[config.mk]
export PLATFORM = sky130hd
export DESIGN_NAME = stage_id_pipe
export DESIGN_NICKNAME = d
export VERILOG_FILES = /design/src/rtl/stage_id_pkg.sv /design/src/rtl/id_regfile.sv /design/src/rtl/stage_id_pipe.sv
export SDC_FILE = /design/constraint.sdc
export NUM_CORES = 1
export LEC_CHECK = 0
export BUFFER_PORTS_ARGS = -buffer_cell sky130_fd_sc_hd__buf_2
export CELL_PAD_IN_SITES_DETAIL_PLACEMENT = 1
export CELL_PAD_IN_SITES_GLOBAL_PLACEMENT = 1
export CORE_MARGIN = 2
export CORE_UTILIZATION = 44
export DETAILED_ROUTE_END_ITERATION = 16
export PLACE_DENSITY = 0.74
export SLEW_MARGIN = 15
export SYNTH_ARGS = -nofsm -noshare
export SYNTH_HDL_FRONTEND = slang
export SYNTH_HIERARCHICAL = 1
export SYNTH_SLANG_ARGS = --single-unit
[constraint.sdc]
create_clock -name clk -period 3.65 [get_ports clk]
set_clock_uncertainty 0.2 [all_clocks]
set_input_delay 0.9125 -clock clk [delete_from_list [all_inputs] [get_ports clk]]
set_output_delay 0.9125 -clock clk [all_outputs]
set_load 0.02 [all_outputs]
[src/rtl/stage_id_pkg.sv]
// Shared decode definitions for the ID stage: ALU commands, instruction modes, field positions,
// the registered control bundle, and the control/condition decode helpers.
package stage_id_pkg;

   localparam logic [3:0] ALU_NOP = 4'b0000;
   localparam logic [3:0] ALU_MOV = 4'b0001;
   localparam logic [3:0] ALU_ADD = 4'b0010;
   localparam logic [3:0] ALU_ADC = 4'b0011;
   localparam logic [3:0] ALU_SUB = 4'b0100;
   localparam logic [3:0] ALU_SBC = 4'b0101;
   localparam logic [3:0] ALU_AND = 4'b0110;
   localparam logic [3:0] ALU_ORR = 4'b0111;
   localparam logic [3:0] ALU_EOR = 4'b1000;
   localparam logic [3:0] ALU_MVN = 4'b1001;

   localparam logic [1:0] MODE_ARITH  = 2'b00;
   localparam logic [1:0] MODE_MEM    = 2'b01;
   localparam logic [1:0] MODE_BRANCH = 2'b10;

   localparam int unsigned COND_MSB  = 31;
   localparam int unsigned COND_LSB  = 28;
   localparam int unsigned MODE_MSB  = 27;
   localparam int unsigned MODE_LSB  = 26;
   localparam int unsigned I_BIT     = 25;
   localparam int unsigned OPC_MSB   = 24;
   localparam int unsigned OPC_LSB   = 21;
   localparam int unsigned S_BIT     = 20;
   localparam int unsigned RN_MSB    = 19;
   localparam int unsigned RN_LSB    = 16;
   localparam int unsigned RD_MSB    = 15;
   localparam int unsigned RD_LSB    = 12;
   localparam int unsigned SHOP_MSB  = 11;
   localparam int unsigned IMM24_MSB = 23;
   localparam int unsigned RM_MSB    = 3;

   typedef struct packed {
      logic [3:0] aluCmd;
      logic       memRead;
      logic       memWrite;
      logic       wbEn;
      logic       branch;
      logic       s;
   } ctrl_t;

   typedef struct packed {
      logic [3:0]  aluCmd;
      logic        memRead;
      logic        memWrite;
      logic        wbEn;
      logic        branch;
      logic        s;
      logic        imm;
      logic [11:0] shiftOp;
      logic [23:0] imm24;
   } id_bundle_t;

   function automatic ctrl_t controlUnit(input logic [1:0] mode, input logic [3:0] opcode,
                                         input logic sBit);
      ctrl_t c;
      c = '0;
      case (mode)
         MODE_ARITH: begin
            c.s    = sBit;
            c.wbEn = 1'b1;
            case (opcode)
               4'b1101: c.aluCmd = ALU_MOV;
               4'b1111: c.aluCmd = ALU_MVN;
               4'b0100: c.aluCmd = ALU_ADD;
               4'b0101: c.aluCmd = ALU_ADC;
               4'b0010: c.aluCmd = ALU_SUB;
               4'b0110: c.aluCmd = ALU_SBC;
               4'b0000: c.aluCmd = ALU_AND;
               4'b1100: c.aluCmd = ALU_ORR;
               4'b0001: c.aluCmd = ALU_EOR;
               // CMP/TST only update flags
               4'b1010: begin
                  c.aluCmd = ALU_SUB;
                  c.wbEn   = 1'b0;
               end
               4'b1000: begin
                  c.aluCmd = ALU_AND;
                  c.wbEn   = 1'b0;
               end
               default: begin
                  c.aluCmd = ALU_NOP;
                  c.wbEn   = 1'b0;
               end
            endcase
         end
         MODE_MEM: begin
            c.aluCmd = ALU_ADD;
            if (sBit) begin
               c.memRead = 1'b1;
               c.wbEn    = 1'b1;
            end else begin
               c.memWrite = 1'b1;
            end
         end
         MODE_BRANCH: c.branch = 1'b1;
         default: c = '0;
      endcase
      return c;
   endfunction

   // nzcv = {N, Z, C, V}
   function automatic logic conditionCheck(input logic [3:0] cond, input logic [3:0] nzcv);
      logic n, z, c, v, ok;
      {n, z, c, v} = nzcv;
      case (cond)
         4'b0000: ok = z;
         4'b0001: ok = ~z;
         4'b0010: ok = c;
         4'b0011: ok = ~c;
         4'b0100: ok = n;
         4'b0101: ok = ~n;
         4'b0110: ok = v;
         4'b0111: ok = ~v;
         4'b1000: ok = c & ~z;
         4'b1001: ok = ~c | z;
         4'b1010: ok = (n == v);
         4'b1011: ok = (n != v);
         4'b1100: ok = ~z & (n == v);
         4'b1101: ok = z | (n != v);
         4'b1110: ok = 1'b1;
         default: ok = 1'b0;
      endcase
      return ok;
   endfunction

endpackage

[src/rtl/id_regfile.sv]
// Architectural register file: one write port, two asynchronous read ports with optional
// same-cycle write-back bypass. Out-of-range indices read as zero and are never written.
module id_regfile #(
   parameter int unsigned REG_COUNT = 16,
   parameter int unsigned DATA_W    = 32,
   parameter int unsigned BYPASS_WB = 1,
   localparam int unsigned REG_AW   = $clog2(REG_COUNT)
) (
   input  logic              clk,
   input  logic              rst,
   input  logic              wrEn,
   input  logic [REG_AW-1:0] wrAddr,
   input  logic [DATA_W-1:0] wrData,
   input  logic [REG_AW-1:0] rdAddrA,
   output logic [DATA_W-1:0] rdDataA,
   input  logic [REG_AW-1:0] rdAddrB,
   output logic [DATA_W-1:0] rdDataB
);

   localparam logic [REG_AW:0] RegLimit = (REG_AW + 1)'(REG_COUNT);

   logic [DATA_W-1:0] regs [REG_COUNT];
   logic              wrValid;

   assign wrValid = wrEn && ({1'b0, wrAddr} < RegLimit);

   always_ff @(posedge clk or negedge rst) begin
      if (!rst) begin
         for (int unsigned i = 0; i < REG_COUNT; i++) begin
            regs[i] <= '0;
         end
      end else if (wrValid) begin
         regs[wrAddr] <= wrData;
      end
   end

   always_comb begin
      rdDataA = '0;
      if ({1'b0, rdAddrA} < RegLimit) begin
         if ((BYPASS_WB != 0) && wrValid && (wrAddr == rdAddrA)) rdDataA = wrData;
         else rdDataA = regs[rdAddrA];
      end
   end

   always_comb begin
      rdDataB = '0;
      if ({1'b0, rdAddrB} < RegLimit) begin
         if ((BYPASS_WB != 0) && wrValid && (wrAddr == rdAddrB)) rdDataB = wrData;
         else rdDataB = regs[rdAddrB];
      end
   end

endmodule

[src/rtl/stage_id_pipe.sv]
// Instruction-decode stage with integrated ID/EX register: decode, operand read, hazard stall,
// flush, and valid/ready flow control on both sides.
module stage_id_pipe
   import stage_id_pkg::*;
#(
   parameter int unsigned DATA_W    = 32,
   parameter int unsigned REG_COUNT = 16,
   parameter int unsigned BYPASS_WB = 1,
   localparam int unsigned REG_AW   = $clog2(REG_COUNT)
) (
   input  logic              clk,
   input  logic              rst,
   input  logic              in_valid,
   output logic              in_ready,
   input  logic [DATA_W-1:0] in_pc,
   input  logic [31:0]       in_inst,
   input  logic              flush,
   input  logic [3:0]        status,
   input  logic              wb_en,
   input  logic [REG_AW-1:0] wb_dest,
   input  logic [DATA_W-1:0] wb_value,
   input  logic              ex_wb_en,
   input  logic [REG_AW-1:0] ex_dest,
   input  logic              mem_wb_en,
   input  logic [REG_AW-1:0] mem_dest,
   output logic              out_valid,
   input  logic              out_ready,
   output logic [DATA_W-1:0] out_pc,
   output logic [DATA_W-1:0] out_rn_val,
   output logic [DATA_W-1:0] out_rm_val,
   output logic [3:0]        out_alu_cmd,
   output logic              out_mem_read,
   output logic              out_mem_write,
   output logic              out_wb_en,
   output logic              out_branch,
   output logic              out_s,
   output logic              out_imm,
   output logic [11:0]       out_shift_op,
   output logic [23:0]       out_imm24,
   output logic [REG_AW-1:0] out_dest,
   output logic [REG_AW-1:0] out_src1,
   output logic [REG_AW-1:0] out_src2,
   output logic              hazard_stall
);

   logic [3:0] cond, opcode, rn, rd, rm;
   logic [1:0] mode;
   logic       iBit, sBit;

   assign cond   = in_inst[COND_MSB:COND_LSB];
   assign mode   = in_inst[MODE_MSB:MODE_LSB];
   assign iBit   = in_inst[I_BIT];
   assign opcode = in_inst[OPC_MSB:OPC_LSB];
   assign sBit   = in_inst[S_BIT];
   assign rn     = in_inst[RN_MSB:RN_LSB];
   assign rd     = in_inst[RD_MSB:RD_LSB];
   assign rm     = in_inst[RM_MSB:0];

   ctrl_t rawCtrl, ctrl;
   logic  condOk;

   always_comb begin
      rawCtrl = controlUnit(mode, opcode, sBit);
      condOk  = conditionCheck(cond, status);
      ctrl    = condOk ? rawCtrl : '0;
   end

   // Source selection uses the raw decode so a failed-condition store still reports Rd.
   logic [REG_AW-1:0] src1, src2;
   logic              twoSrc, src1Hit, src2Hit, rawHazard, outFree, accept;

   assign src1   = REG_AW'(rn);
   assign src2   = rawCtrl.memWrite ? REG_AW'(rd) : REG_AW'(rm);
   assign twoSrc = ~iBit | rawCtrl.memWrite;

   assign src1Hit   = (ex_wb_en && (ex_dest == src1)) || (mem_wb_en && (mem_dest == src1));
   assign src2Hit   = (ex_wb_en && (ex_dest == src2)) || (mem_wb_en && (mem_dest == src2));
   assign rawHazard = in_valid && condOk && (src1Hit || (twoSrc && src2Hit));

   assign outFree      = ~out_valid | out_ready;
   assign hazard_stall = rawHazard && !flush;
   assign in_ready     = flush || (outFree && !rawHazard);
   assign accept       = in_valid && in_ready && !flush;

   logic [DATA_W-1:0] rnVal, rmVal;

   id_regfile #(
      .REG_COUNT(REG_COUNT),
      .DATA_W   (DATA_W),
      .BYPASS_WB(BYPASS_WB)
   ) uRegfile (
      .clk    (clk),
      .rst    (rst),
      .wrEn   (wb_en),
      .wrAddr (wb_dest),
      .wrData (wb_value),
      .rdAddrA(src1),
      .rdDataA(rnVal),
      .rdAddrB(src2),
      .rdDataB(rmVal)
   );

   logic              validQ, validD;
   id_bundle_t        bundleQ, bundleD;
   logic [DATA_W-1:0] pcQ, pcD, rnQ, rnD, rmQ, rmD;
   logic [REG_AW-1:0] destQ, destD, src1Q, src1D, src2Q, src2D;

   always_comb begin
      validD  = validQ;
      bundleD = bundleQ;
      pcD     = pcQ;
      rnD     = rnQ;
      rmD     = rmQ;
      destD   = destQ;
      src1D   = src1Q;
      src2D   = src2Q;
      if (flush) begin
         validD = 1'b0;
      end else if (outFree) begin
         // A free slot with no accepted instruction becomes a bubble
         validD = accept;
         if (accept) begin
            bundleD.aluCmd   = ctrl.aluCmd;
            bundleD.memRead  = ctrl.memRead;
            bundleD.memWrite = ctrl.memWrite;
            bundleD.wbEn     = ctrl.wbEn;
            bundleD.branch   = ctrl.branch;
            bundleD.s        = ctrl.s;
            bundleD.imm      = iBit;
            bundleD.shiftOp  = in_inst[SHOP_MSB:0];
            bundleD.imm24    = in_inst[IMM24_MSB:0];
            pcD              = in_pc;
            rnD              = rnVal;
            rmD              = rmVal;
            destD            = REG_AW'(rd);
            src1D            = src1;
            src2D            = src2;
         end
      end
   end

   always_ff @(posedge clk or negedge rst) begin
      if (!rst) begin
         validQ  <= 1'b0;
         bundleQ <= '0;
         pcQ     <= '0;
         rnQ     <= '0;
         rmQ     <= '0;
         destQ   <= '0;
         src1Q   <= '0;
         src2Q   <= '0;
      end else begin
         validQ  <= validD;
         bundleQ <= bundleD;
         pcQ     <= pcD;
         rnQ     <= rnD;
         rmQ     <= rmD;
         destQ   <= destD;
         src1Q   <= src1D;
         src2Q   <= src2D;
      end
   end

   assign out_valid     = validQ;
   assign out_pc        = pcQ;
   assign out_rn_val    = rnQ;
   assign out_rm_val    = rmQ;
   assign out_alu_cmd   = bundleQ.aluCmd;
   assign out_mem_read  = bundleQ.memRead;
   assign out_mem_write = bundleQ.memWrite;
   assign out_wb_en     = bundleQ.wbEn;
   assign out_branch    = bundleQ.branch;
   assign out_s         = bundleQ.s;
   assign out_imm       = bundleQ.imm;
   assign out_shift_op  = bundleQ.shiftOp;
   assign out_imm24     = bundleQ.imm24;
   assign out_dest      = destQ;
   assign out_src1      = src1Q;
   assign out_src2      = src2Q;

endmodule
Word level (Yosys, flattened, before mapping)
Cells that the tools add are included.

word-level totals
  flip-flop bits (word level) = 667
  bits in latches = 0
  bits in writable memories = 0
  ROM bits = 0
  input port bits = 120
  output and inout port bits = 157
  word-level logic and storage cells = 139
  memories = 0

operators by class
  add/subtract/negate cells = 0
  multiply operators = 0
  divide/modulo/power cells = 0
  order comparisons = 4
  equal/unequal tests = 34
  shift operators = 0
  mux-type cells = 25
  bitwise logic cells = 16
  reductions and logical operators = 28

operators with widths
  operator              number
  $bwmux W512           1
  $bmux W32 S4          2
  $mux W32              7
  $demux W32 S4         1
  $eq A4 B4 Y1 const B  12
  $pmux W4 S9           1
  $eq A4 B3 Y1 const B  7
  $eq A4 B4 Y1          6
  $ge A5 B5 Y1 const B  3
  $not A4 Y5            3
  $pmux W1 S15          1
  $logic_and A1 B1 Y1   14
  $eq A4 B2 Y1 const B  3
  $mux W9               1
  $reduce_or A9 Y1      1
  $eq A4 B1 Y1 const B  2
  $logic_not A4 Y1      2
  $pmux W4 S2           1
  $mux W1               7
  $not A1 Y1            7
  $lt A5 B1 Y1 const B  1
  $logic_or A1 B1 Y1    4
  $mux W4               1
  $or A1 B1 Y1          4
  12 further kinds      15

Logic depth before layout (Yosys ltp)
Gate-level depths: netlist (run 1).

  depth after elaboration = 16
  mapped depth = 12
  mapped depth without buffers = 8

Modules after synthesis
Netlist (run 1), hierarchy kept.

by module, submodules not included
  module         instances  cells each  area an instance (µm²)
  id_regfile     1          1,753       27,307.4
  stage_id_pipe  1          411         6,063.3

Least setup slack after synthesis (run 1)
No wires, ideal clock.

  path kind = input to output
  start = input in_inst[27]
  end = output hazard_stall
  arrival = 2.822 ns
  setup slack = -0.284 ns
  stages = 6
  path buffers = 0
  path through = nor3b_4 -> mux2_4 -> xnor2_1 -> and4b_1 -> a311oi_4 -> nor4b_1

on the way
  word-level cells in the longest chain between the ends = 10
  elaborated cells on any way between the ends = 13

RTL lines
  what                     RTL line             source
  from (decl)              stage_id_pipe.sv:16  input logic [31:0] in_inst,
  $eq A2 B1 Y1 (*)         stage_id_pkg.sv:61   case (mode)
  $mux W2 (*)              stage_id_pkg.sv:61
  $mux W4 (*)              stage_id_pipe.sv:73  assign src2 = rawCtrl.memWrite ? REG_AW'(rd) : REG_AW'(rm);
  via src2[3]              stage_id_pipe.sv:69  logic [REG_AW-1:0] src1, src2;
  $eq A4 B4 Y1             stage_id_pipe.sv:77  assign src2Hit = (ex_wb_en && (ex_dest == src2)) || (mem_wb_en && (mem_dest == src2));
  $logic_and A1 B1 Y1      stage_id_pipe.sv:77
  $logic_or A1 B1 Y1 (*)   stage_id_pipe.sv:77
  $logic_and A1 B1 Y1 (*)  stage_id_pipe.sv:78  assign rawHazard = in_valid && condOk && (src1Hit || (twoSrc && src2Hit));
  $logic_or A1 B1 Y1 (*)   stage_id_pipe.sv:78
  $logic_and A1 B1 Y1 (*)  stage_id_pipe.sv:78
  $logic_and A1 B1 Y1 (*)  stage_id_pipe.sv:81  assign hazard_stall = rawHazard && !flush;
  to (decl)                stage_id_pipe.sv:43  output logic hazard_stall

The timed path passes the listed nets; every way through them passes the cells marked *.

Worst setup path in the final report (run 1)
  start = input in_inst[20]
  end = output hazard_stall

on the way
  word-level cells in the longest chain between the ends = 10
  elaborated cells on any way between the ends = 13

RTL lines
  what                     RTL line             source
  $mux W1 (*)              stage_id_pkg.sv:92   if (sBit) begin
  $mux W2 (*)              stage_id_pkg.sv:61
  $mux W4 (*)              stage_id_pipe.sv:73
  via src2[1]              stage_id_pipe.sv:69
  $eq A4 B4 Y1             stage_id_pipe.sv:77
  $logic_and A1 B1 Y1      stage_id_pipe.sv:77
  $logic_or A1 B1 Y1 (*)   stage_id_pipe.sv:77
  $logic_and A1 B1 Y1 (*)  stage_id_pipe.sv:78
  $logic_or A1 B1 Y1 (*)   stage_id_pipe.sv:78
  $logic_and A1 B1 Y1 (*)  stage_id_pipe.sv:78
  $logic_and A1 B1 Y1 (*)  stage_id_pipe.sv:81

Marks and branches as above.

==> results of run 1 <==
[per-stage QoR]
stage	cell area (µm²)	TNS (ps)	setup slack, ps	util (%)	hold slack [ps]
4_1_cts	39300	-463	-258	52.5	26.7
2_1_floorplan	33400	-40.9	-29.9	-	270
3_3_place_gp	36800	-26020	-357	49.1	271
5_1_grt	39300	-616	-313	52.5	39.7
3_5_place_dp	36800	-42900	-465	49.1	284
6_report	39300	-487	-250	52.5	15.5
[power by group through the flow]
stage	clock network, mW	registers [mW]	logic [mW]
final	7.37	10.3	6.30
after global routing	7.81	10.5	6.71
after CTS	7.54	10.3	6.34
after detailed placement	0	10.4	6.27
after global placement	0	10.2	6.03
after floorplan	0	10.4	3.96
[metal layers]
| metal | GRT usage [%] | wire length [µm] | up-vias |
|---|---|---|---|
| met3 | 5.50 | 7250 | 254 |
| met2 | 44.8 | 51300 | 892 |
| met5 | 0 | 95 | - |
| met4 | 11.0 | 3910 | 16 |
| li1 | - | - | 8863 |
| met1 | 35.4 | 42800 | 11800 |
[cell usage after synthesis (2+ instances only)]
library cell and instances:
sky130_fd_sc_hd__or3_1 4, sky130_fd_sc_hd__xnor2_1 11, sky130_fd_sc_hd__mux2_1 9, sky130_fd_sc_hd__nor4_2 2
sky130_fd_sc_hd__and2_0 2, sky130_fd_sc_hd__nor3_1 5, sky130_fd_sc_hd__xor2_1 15, sky130_fd_sc_hd__mux2_4 51
sky130_fd_sc_hd__a211oi_1 3, sky130_fd_sc_hd__o21ai_0 5, sky130_fd_sc_hd__nand3b_1 5, sky130_fd_sc_hd__buf_6 8
sky130_fd_sc_hd__nand2_1 75, sky130_fd_sc_hd__nor2_1 18, sky130_fd_sc_hd__nor3b_1 5, sky130_fd_sc_hd__inv_1 9
sky130_fd_sc_hd__dfrtp_1 647, sky130_fd_sc_hd__buf_2 79, sky130_fd_sc_hd__buf_4 20, sky130_fd_sc_hd__mux2_2 644
sky130_fd_sc_hd__a32o_1 9, sky130_fd_sc_hd__nor2b_1 7, sky130_fd_sc_hd__buf_1 12, sky130_fd_sc_hd__and3_1 2
sky130_fd_sc_hd__a21oi_1 4, sky130_fd_sc_hd__a22oi_1 124, sky130_fd_sc_hd__o22ai_1 2, sky130_fd_sc_hd__nand4_1 2
sky130_fd_sc_hd__nand2b_1 2, sky130_fd_sc_hd__clkbuf_1 98, sky130_fd_sc_hd__o2bb2ai_1 2, sky130_fd_sc_hd__mux4_2 258
sky130_fd_sc_hd__nand3_1 4
[area by class of cell]
| cell class | instances | area share, % |
|---|---|---|
| multi-input cells | 1291 | 41.5 |
| flip-flops and latches | 647 | 41.2 |
| repair buffers | 426 | 8.00 |
| clock buffers | 105 | 5.41 |
| well taps | 969 | 3.08 |
| clock inverters | 22 | 0.665 |
| inverters | 9 | 0.0859 |
| diodes | 4 | 0.0255 |
[sequential cells by signal (all words and copies together), names as in the netlist]
register       flops
uRegfile/regs    512
out_pc            32
out_rm_val        32
out_rn_val        32
out_imm24         13
out_shift_op      11
out_alu_cmd        4
out_src2           4
out_branch         1
out_imm            1
out_mem_read       1
out_mem_write      1
out_s              1
out_valid          1
out_wb_en          1
[worst max-delay path by stage]
stage                      startpoint       endpoint  slack [ps]
after floorplan           in_inst[20]       in_ready         -30
after global placement    in_inst[27]  out_rm_val[2]        -360
final                     in_inst[20]   hazard_stall        -250
after CTS                 in_inst[27]   hazard_stall        -260
after global routing      in_inst[20]       in_ready        -310
after detailed placement  in_inst[27]  out_rm_val[2]        -460
[logic make-up (layout without fill, tap and decap cells)]
kind of cell	Yosys count	after routing	share of synthesized area, %
xor+xnor	26	26	0.682
other cells	0	4	0
mux	963	963	41.8
compound gates	164	164	3.78
simple gates	138	138	2.00
buf+inv	226	562	3.24
flops	647	647	48.5
[repair_timing]
action                                  4_1_cts  5_1_grt
setup buffers                                 7        2
endpoints found under the setup margin        2        2
gates resized for setup                      14        6
pin swaps                                     9        5
==> impl_summary.log, run 1 <==
[metrics] outcome: finished, violations left
[metrics] violated checks: negative setup slack
[metrics] Iter 0 DRT Violations: 1804
[metrics] endpoint arrival time on the critical path: 2790 ps
[metrics] clk slew on worst S/H paths: 50 ps
[metrics] end of the worst register-to-register path: out_rn_val[27]
[metrics] maximum vdd drop: 0.340 mV
[metrics] cell area after synthesis: 33400 µm²
[metrics] number of flip-flops and latches in the synthesized netlist: 647
[metrics] antenna violations before repair: 12
[metrics] sequential element share of the synthesized area: 48.5%
[metrics] final estimated routing congestion in global placement: 0.840
[metrics] clock tree root driver cell: sky130_fd_sc_hd__clkbuf_16
[metrics] total placed cells including tap cells: 3333
[metrics] worst hold path class: input port to async pin
[metrics] EDFF count, synth: 0
[metrics] Setup crit end kind: primary output
[metrics] post-cts hold buffer count: 0
[metrics] Crit Reg-Reg Startpoint: uRegfile/regs[27]
[metrics] final routed DRC violation total: 0
[metrics] # H-tree levels: 3
[metrics] portion of total power attributed to sequential cells: 43.0%
[metrics] top library cells by usage in the layout, fill and taps aside: sky130_fd_sc_hd__dfrtp_1, sky130_fd_sc_hd__mux2_2, sky130_fd_sc_hd__buf_2
[metrics] hpwl dp: 66.0 mm
[metrics] part of the power in the clock network: 30.7%
[metrics] number of buffers and inverters on the critical path: 5
[metrics] number of nets with antenna violations after routing: 0
[metrics] stage delay of the slowest cell on the critical path: 360 ps
[metrics] proportion of netlist area held by the largest area contributor: 48.5%
[metrics] WP depth: 11
[metrics] power density of the placed cells: 610 nW/µm²
[metrics] width of the die: 279 µm
[metrics] leakage power of the design: 17.1 nW
[metrics] total internal power: 16.8 mW
[metrics] maximum number of buffers from clock root to sink: 3
[metrics] actual slew at the worst max-slew pin: 980 ps
[metrics] Area growth, synth to finish: 17.8%
[metrics] Combinational Power Share: 26.3%
[metrics] final net count: 2567
[metrics] Max Slew Vio Count: 0
[metrics] synthesized instance count: 2164
[metrics] Synth Area per Inst: 15.4 µm²
[metrics] Distinct cells, synth: 54
[metrics] net count after synthesis: 2284
[metrics] Req. time, crit path: 2540 ps
[metrics] clock period minus final worst setup slack: 3900 ps
[metrics] biggest fanout along the worst timing path: 4
[metrics] Seq. cell area: 16200 µm²
[metrics] floorplan die height: 279 µm
[metrics] max capacitance violation total: 0
[metrics] Worst path top cell family by delay: buffers and inverters
[metrics] Port Buffers: 276
[metrics] critical path launch point type: input port
[metrics] series of cell instances along the critical path: buf_8, nor3b_4, buf_6, buf_4, mux2_8, o22ai_4, nor2_4, a311oi_4, buf_4, nor4b_4, buf_4
[metrics] unrepaired setup endpoints after global routing: yes
[metrics] 1st-pass router iterations: 5
[metrics] wire length per cell: 30.3 µm
[metrics] area used by multi-input combinational logic: 16300 µm²
[metrics] initial cell density of the core: 44.6%
[metrics] insertion delay to the later sink of the worst-skew pair: 630 ps
[metrics] Setup-failing EPs final: 2
[metrics] global-route wire length before repair: 158 mm
[metrics] Critical-path top delay cell: sky130_fd_sc_hd__mux2_8
[metrics] total congestion overflow after global routing: 0
[metrics] worst max-slew margin expressed relative to the limit: 34.5%
[metrics] yosys warns: 6
[metrics] fraction of final layout cells with drive strength greater than 1: 61.0%
[metrics] via count of the first global-routing pass: 24300
[metrics] switching portion of total power: 29.9%
[metrics] Tot Pwr: 24.0 mW
[metrics] Non-Filler Instances: 3473
[metrics] CTS Sinks: 647
[metrics] TritonCTS Buffers: 72
[metrics] number of vias per cell after detailed routing: 6.29
[metrics] most common cell after layout, fill and taps aside: sky130_fd_sc_hd__dfrtp_1
[metrics] wire length reported by the detailed router: 105 mm
[metrics] Most common cell on crit path: sky130_fd_sc_hd__buf_4
[metrics] largest cells by area after synthesis: sky130_fd_sc_hd__dfrtp_1, sky130_fd_sc_hd__mux2_2, sky130_fd_sc_hd__mux4_2
[metrics] start-to-end type of the worst setup path: input port to primary output
[metrics] total vias in the final route: 21900
[metrics] fraction of the cycle the final worst path needs: 107%
[metrics] largest net degree at the start of global routing: 111
[metrics] CTS tree: built
[metrics] Sw Pwr: 7.18 mW
[metrics] Synth area leader: sky130_fd_sc_hd__dfrtp_1
[metrics] main flop type after synthesis: sky130_fd_sc_hd__dfrtp_1
[metrics] core region area: 74800 µm²
[metrics] final setup margin: -250 ps
[metrics] all-layer global routing usage: 27.2%
[metrics] num ports: 277
[metrics] FFs w/ async S/R, synth: 100%
[metrics] number of cell instances on the worst register-to-register path: 4
[metrics] number of hold violations in the final report: 0
[metrics] fillers: 7083
[metrics] Site Rows: 100
[metrics] maximum achievable frequency: 256 MHz
[metrics] slack of the worst reg-to-reg path: 1340 ps
[metrics] Die Area: 78100 µm²
Power figures use the tool's default switching activity.
==> inputs of run 2 (changes only) <==
--- a/config.mk
+++ b/config.mk
@@ -12,6 +12,7 @@
 export CORE_UTILIZATION = 44
 export DETAILED_ROUTE_END_ITERATION = 16
 export PLACE_DENSITY = 0.74
+export REMOVE_ABC_BUFFERS = 1
 export SLEW_MARGIN = 15
 export SYNTH_ARGS = -nofsm -noshare
 export SYNTH_HDL_FRONTEND = slang
==> impl_summary.log, run 2 (synthesis results as in run 1) <==
[metrics] CTS tree: built
[metrics] largest register by flop count: uRegfile/regs
[metrics] Site Rows: 100 (unchanged)
[metrics] wire length per cell: 29.5 µm (-2.7%)
[metrics] final-layout setup total negative slack: -486 ps (+0.848 ps)
[metrics] clock tree root driver cell: sky130_fd_sc_hd__clkbuf_16
[metrics] top library cells by usage in the layout, fill and taps aside: sky130_fd_sc_hd__dfrtp_1, sky130_fd_sc_hd__mux2_2, sky130_fd_sc_hd__buf_2
[metrics] violated checks: negative setup slack
[metrics] global-route wire length before repair: 154 mm (-3.0%)
[metrics] width of the die: 279 µm (unchanged)
[metrics] num ports: 277 (unchanged)
[metrics] Seq. cell area: 16200 µm² (unchanged)
[metrics] floorplan die height: 279 µm (unchanged)
[metrics] TritonCTS Buffers: 71 (-1.4%)
[metrics] 1st-pass router iterations: 5 (unchanged)
[metrics] core region area: 74800 µm² (unchanged)
[metrics] maximum vdd drop: 0.315 mV (-7.4%)
[metrics] total vias in the final route: 21400 (-2.3%)
[metrics] CTS Sinks: 647 (unchanged)
[metrics] Tot Pwr: 24.0 mW (about the same)
[metrics] post-route core utilization: 52.4% (-0.14 points)
[metrics] initial cell density of the core: 44.6% (unchanged)
[metrics] Setup crit end kind: primary output
[metrics] worst hold path class: input port to async pin
[metrics] final routed DRC violation total: 0 (unchanged)
[metrics] insertion delay to the later sink of the worst-skew pair: 620 ps (about the same)
[metrics] final setup margin: -274 ps (-23.9 ps)
[metrics] fillers: 7064 (-0.27%)
[metrics] post-cts hold buffer count: 0 (unchanged)
[metrics] worst max-slew margin expressed relative to the limit: 29.7% (-4.8 points)
[metrics] number of vias per cell after detailed routing: 6.20 (-1.4%)
[metrics] leakage power of the design: 17.0 nW (-0.53%)
[metrics] power density of the placed cells: 613 nW/µm² (+0.35%)
[metrics] Area growth, synth to finish: 17.5%
[metrics] # H-tree levels: 3 (unchanged)
[metrics] number of nets with antenna violations after routing: 0 (unchanged)
[metrics] total congestion overflow after global routing: 0 (unchanged)
[metrics] number of hold violations in the final report: 0 (unchanged)
[metrics] max capacitance violation total: 0 (unchanged)
[metrics] fraction of final layout cells with drive strength greater than 1: 60.7% (-0.30 points)
[metrics] start-to-end type of the worst setup path: input port to primary output
[metrics] antenna violations before repair: 4 (-8)
[metrics] area used by multi-input combinational logic: 16300 µm² (about the same)
[metrics] most common cell after layout, fill and taps aside: sky130_fd_sc_hd__dfrtp_1
[metrics] hpwl dp: 61.6 mm (-6.7%)
[metrics] endpoint arrival time on the critical path: 2810 ps (+20 ps)
[metrics] max FFs per register: 512 (unchanged)
[metrics] outcome: finished, violations left
[metrics] critical path launch point type: input port
[metrics] unrepaired setup endpoints after global routing: yes
[metrics] fraction of the cycle the final worst path needs: 108% (+0.65 points)
[metrics] Max Slew Vio Count: 0 (unchanged)
[metrics] clock period minus final worst setup slack: 3920 ps (+23.9 ps)
[metrics] Iter 0 DRT Violations: 1599 (-11%)
[metrics] clk slew on worst S/H paths: 60 ps (about the same)
[metrics] via count of the first global-routing pass: 23700 (-2.3%)
[metrics] final net count: 2538 (-1.1%)
[metrics] Req. time, crit path: 2540 ps (about the same)
[metrics] Port Buffers: 276 (unchanged)
[metrics] all-layer global routing usage: 26.1% (-1.1 points)
[metrics] Die Area: 78100 µm² (unchanged)
[metrics] biggest fanout along the worst timing path: 6 (+2)
[metrics] largest net degree at the start of global routing: 90 (-19%)
[metrics] final estimated routing congestion in global placement: 0.846 (+0.64%)
[metrics] maximum achievable frequency: 255 MHz (-0.61%)
[metrics] wire length reported by the detailed router: 102 mm (-3.5%)
[metrics] maximum number of buffers from clock root to sink: 3 (unchanged)
[metrics] actual slew at the worst max-slew pin: 1050 ps (+71.6 ps)
[metrics] Setup-failing EPs final: 2 (unchanged)
-- run 2: changes by cell type in the layout (fill, tap and decap cells not counted), sizes merged --
cell	change
inv	-2
clkinvlp	+1
buf	-27
clkbuf	+1
diode	-3
-- run 2: worst paths after layout --
| check | startpoint | end | slack [ps] | depth (start not counted) |
|---|---|---|---|---|
| max in group asynchronous | rst | uRegfile/regs[188] | 2140 | 3 |
| setup reg to reg | uRegfile/regs[274] | out_rm_val[18] | 1430 | 4 |
| min in group clk | out_rn_val[23] | out_rn_val[23] | 300 | 1 |
| hold reg to reg | out_rn_val[23] | out_rn_val[23] | 300 | 1 |
| setup / recovery | in_inst[27] | in_ready | -270 | 10 |
| hold / removal | rst | uRegfile/regs[451] | 70 | 1 |
-- run 2: where the power goes --
part / internal, mW / switching (mW) / total, mW / leakage, nW
clock: 4.45 / 3.02 / 7.47 / 1.20
combinational: 3.51 / 2.73 / 6.24 / 7.89
sequential: 8.95 / 1.36 / 10.3 / 7.94
total: 16.9 / 7.11 / 24.0 / 17.0
-- run 2: timing repair --
item | CTS | global route
resized for setup | 17 | 7
setup endpoints to repair | 2 | 2
pin swaps | 7 | 8
setup buffers | 1 | 4
-- run 2: per-layer routing --
metal	GRT usage [%]	wire length, µm	vias to the layer above
met5	0	44	-
met4	8.27	2810	6
met3	4.27	6150	191
met2	43.8	50400	779
met1	34.8	42200	11600
li1	-	-	8787
-- run 2: worst max-delay path: stages --
cell and delay [ps]:
sky130_fd_sc_hd__buf_8 110, sky130_fd_sc_hd__nor3b_4 290, sky130_fd_sc_hd__buf_6 190, sky130_fd_sc_hd__mux2_8 370
sky130_fd_sc_hd__o22ai_4 180, sky130_fd_sc_hd__nor2_4 70, sky130_fd_sc_hd__a311oi_4 320, sky130_fd_sc_hd__nor3b_2 90
sky130_fd_sc_hd__o21bai_1 130, sky130_fd_sc_hd__buf_4 150
-- run 2: area by class of cell --
type                            count  area share (%)
Clock buffer                      107            5.60
Multi-Input combinational cell   1291            41.7
Antenna cell                        1         0.00638
Inverter                            9          0.0862
Clock inverter                     21           0.594
Timing Repair Buffer              398            7.65
Tap cell                          969            3.09
Sequential cell                   647            41.3
-- run 2: through the flow --
step	hold slack [ps]	instance area (µm²)	setup slack, ps	cells
floorplan	270	32300	-6200	1947
global placement	281	36600	-561	3310
detailed placement	288	36600	-590	3310
CTS	53.5	39200	-302	3439
global route	86.1	39200	-339	3443
finish	73.4	39200	-274	3443
==> inputs of run 3 (changes only) <==
--- a/config.mk
+++ b/config.mk
@@ -6,12 +6,10 @@
 export NUM_CORES = 1
 export LEC_CHECK = 0
 export BUFFER_PORTS_ARGS = -buffer_cell sky130_fd_sc_hd__buf_2
-export CELL_PAD_IN_SITES_DETAIL_PLACEMENT = 1
-export CELL_PAD_IN_SITES_GLOBAL_PLACEMENT = 1
 export CORE_MARGIN = 2
 export CORE_UTILIZATION = 44
 export DETAILED_ROUTE_END_ITERATION = 16
-export PLACE_DENSITY = 0.74
+export PLACE_DENSITY = 0.65
 export REMOVE_ABC_BUFFERS = 1
 export SLEW_MARGIN = 15
 export SYNTH_ARGS = -nofsm -noshare
==> constraint.sdc (replaced) <==
create_clock -name clk -period 3.65 [get_ports clk]
set_clock_uncertainty 0.2 [all_clocks]
set_input_delay 0.365 -clock clk [delete_from_list [all_inputs] [get_ports clk]]
set_output_delay 0.365 -clock clk [all_outputs]
set_load 0.02 [all_outputs]
==> impl_summary.log, run 3 (synthesis results as in run 1) <==
[metrics] maximum vdd drop: 0.296 mV (-6.1%)
[metrics] Port Buffers: 276 (unchanged)
[metrics] leakage power of the design: 16.9 nW (-1.0%)
[metrics] total congestion overflow after global routing: 0 (unchanged)
[metrics] critical path launch point type: input port
[metrics] TritonCTS Buffers: 72 (+1.4%)
[metrics] count of cells resized by post-cts repair: 0 (-17)
[metrics] width of the die: 279 µm (unchanged)
[metrics] part of the power in the clock network: 30.1% (-1.0 points)
[metrics] via count of the first global-routing pass: 22700 (-4.3%)
[metrics] fraction of final layout cells with drive strength greater than 1: 57.5% (-3.2 points)
[metrics] total internal power: 16.5 mW (-2.4%)
[metrics] total vias in the final route: 21200 (-0.90%)
[metrics] finished layout cell area: 38900 µm² (-0.65%)
[metrics] antenna violations before repair: 7 (+3)
[metrics] maximum achievable frequency: 296 MHz (+16%)
[metrics] max FFs per register: 512 (unchanged)
[metrics] num ports: 277 (unchanged)
[metrics] Seq. cell area: 16200 µm² (unchanged)
[metrics] final setup margin: 270 ps (+544 ps)
[metrics] final estimated routing congestion in global placement: 0.806 (-4.7%)
[metrics] wire length reported by the detailed router: 93.4 mm (-8.1%)
[metrics] global-route wire length before repair: 142 mm (-7.4%)
[metrics] final net count: 2557 (+0.75%)
[metrics] wire length per cell: 27.0 µm (-8.4%)
[metrics] largest net degree at the start of global routing: 105 (+17%)
[metrics] Worst path top cell family by delay: buffers and inverters
[metrics] Setup-failing EPs final: 0 (-2)
[metrics] Req. time, crit path: 3080 ps (+540 ps)
[metrics] CTS Sinks: 647 (unchanged)
[metrics] CTS tree: built
[metrics] Setup crit end kind: primary output
[metrics] hpwl dp: 54.9 mm (-11%)
[metrics] Area growth, synth to finish: 16.7%
[metrics] worst max-slew margin expressed relative to the limit: 16.7% (-13 points)
[metrics] stage delay of the slowest cell on the critical path: 530 ps (+160 ps)
[metrics] Max Slew Vio Count: 0 (unchanged)
[metrics] final routed DRC violation total: 0 (unchanged)
[metrics] # H-tree levels: 3 (unchanged)
[metrics] clk slew on worst S/H paths: 60 ps (about the same)
[metrics] Iter 0 DRT Violations: 1430 (-11%)
[metrics] Most common cell on crit path: sky130_fd_sc_hd__buf_2
[metrics] fraction of the cycle the final worst path needs: 92.6% (-15 points)
[metrics] unrepaired setup endpoints after global routing: no
[metrics] power density of the placed cells: 599 nW/µm² (-2.2%)
[metrics] number of vias per cell after detailed routing: 6.13 (-1.2%)
[metrics] Critical-path top delay cell: sky130_fd_sc_hd__dlygate4sd3_1
[metrics] pre-CTS setup slack: 172 ps (+762 ps)
[metrics] start-to-end type of the worst setup path: input port to primary output
[metrics] outcome: finished, final reports clean
[metrics] all-layer global routing usage: 24.0% (-2.1 points)
[metrics] Combinational Power Share: 26.2% (+0.2 points)
[metrics] insertion delay to the later sink of the worst-skew pair: 630 ps (about the same)
[metrics] area used by multi-input combinational logic: 16300 µm² (-0.38%)
[metrics] portion of total power attributed to sequential cells: 43.7% (+0.8 points)
[metrics] actual slew at the worst max-slew pin: 1250 ps (+195 ps)
[metrics] clock tree root driver cell: sky130_fd_sc_hd__clkbuf_16
[metrics] largest register by flop count: uRegfile/regs
[metrics] clock period minus final worst setup slack: 3380 ps (-544 ps)
[metrics] biggest fanout along the worst timing path: 34 (+28)
[metrics] endpoint arrival time on the critical path: 2810 ps (about the same)
[metrics] 1st-pass router iterations: 5 (unchanged)
[metrics] Die Area: 78100 µm² (unchanged)
[metrics] Non-Filler Instances: 3455 (+0.35%)
[metrics] Sw Pwr: 6.85 mW (-3.8%)
[metrics] series of cell instances along the critical path: dlygate4sd3_1, buf_2, mux2_8, o22ai_1, nor2_1, a311oi_4, nor4b_1, buf_2
[metrics] Tot Pwr: 23.3 mW (-2.8%)
[metrics] top library cells by usage in the layout, fill and taps aside: sky130_fd_sc_hd__dfrtp_1, sky130_fd_sc_hd__mux2_2, sky130_fd_sc_hd__buf_2
[metrics] number of hold violations in the final report: 0 (unchanged)
[metrics] number of nets with antenna violations after routing: 0 (unchanged)
[metrics] total placed cells including tap cells: 3266 (-1.3%)
[metrics] switching portion of total power: 29.3% (-0.29 points)
[metrics] fillers: 6118 (-13%)
[metrics] core region area: 74800 µm² (unchanged)
[metrics] initial cell density of the core: 44.6% (unchanged)
[metrics] number of buffers and inverters on the critical path: 3 (unchanged)
[metrics] floorplan die height: 279 µm (unchanged)
[metrics] Site Rows: 100 (unchanged)
[metrics] worst hold path class: input port to flip-flop
[metrics] Placement Cell Area: 36000 µm² (-1.7%)
[metrics] most common cell after layout, fill and taps aside: sky130_fd_sc_hd__dfrtp_1
[metrics] maximum number of buffers from clock root to sink: 3 (unchanged)
[metrics] max capacitance violation total: 0 (unchanged)
run 3: metrics by stage:
step	setup TNS, ps	utilization (%)	hold WS (ps)
after CTS	0	52.0	0.0476
final	0	52.1	18.1
after floorplan	-755860	-	-131
after detailed placement	0	48.2	262
after global placement	0	48.2	234
after global routing	0	52.1	46.1
run 3: final cells by class:
| class | instances | share of cell area (%) |
|---|---|---|
| Antenna cell | 2 | 0.0128 |
| Multi-Input combinational cell | 1291 | 41.8 |
| Timing Repair Buffer | 416 | 7.66 |
| Clock inverter | 14 | 0.443 |
| Clock buffer | 107 | 5.33 |
| Sequential cell | 647 | 41.6 |
| Tap cell | 969 | 3.11 |
| Inverter | 9 | 0.0867 |
run 3: final timing paths:
path	slack, ps	end	from	cells after the start
setup reg to reg	1140	out_branch	out_valid	6
hold reg to reg	300	out_pc[14]	out_pc[14]	1
max in group asynchronous	1980	out_pc[10]	rst	3
hold / removal	20	uRegfile/regs[226]	wb_value[2]	2
min in group asynchronous	160	out_rm_val[24]	rst	2
setup / recovery	270	hazard_stall	in_inst[0]	8
run 3: repair_timing:
item / CTS / global route
setup buffers: 0 / 0
hold buffers: 66 / 0
hold endpoints to repair: 151 / 0
run 3: routing by layer:
metal	wire length, µm	global-route usage (%)	vias up
li1	-	-	8852
met1	39700	32.5	11400
met2	45200	39.3	765
met3	6250	4.80	169
met4	2210	7.29	12
met5	86	0	-
run 3: power by group through the flow:
stage	clock, mW	sequential [mW]	combinational [mW]
after global placement	0	10.1	5.92
after CTS	7.18	10.2	6.15
final	7.03	10.2	6.11
after floorplan	0	10.5	3.75
after global routing	7.50	10.4	6.53
after detailed placement	0	10.3	6.08
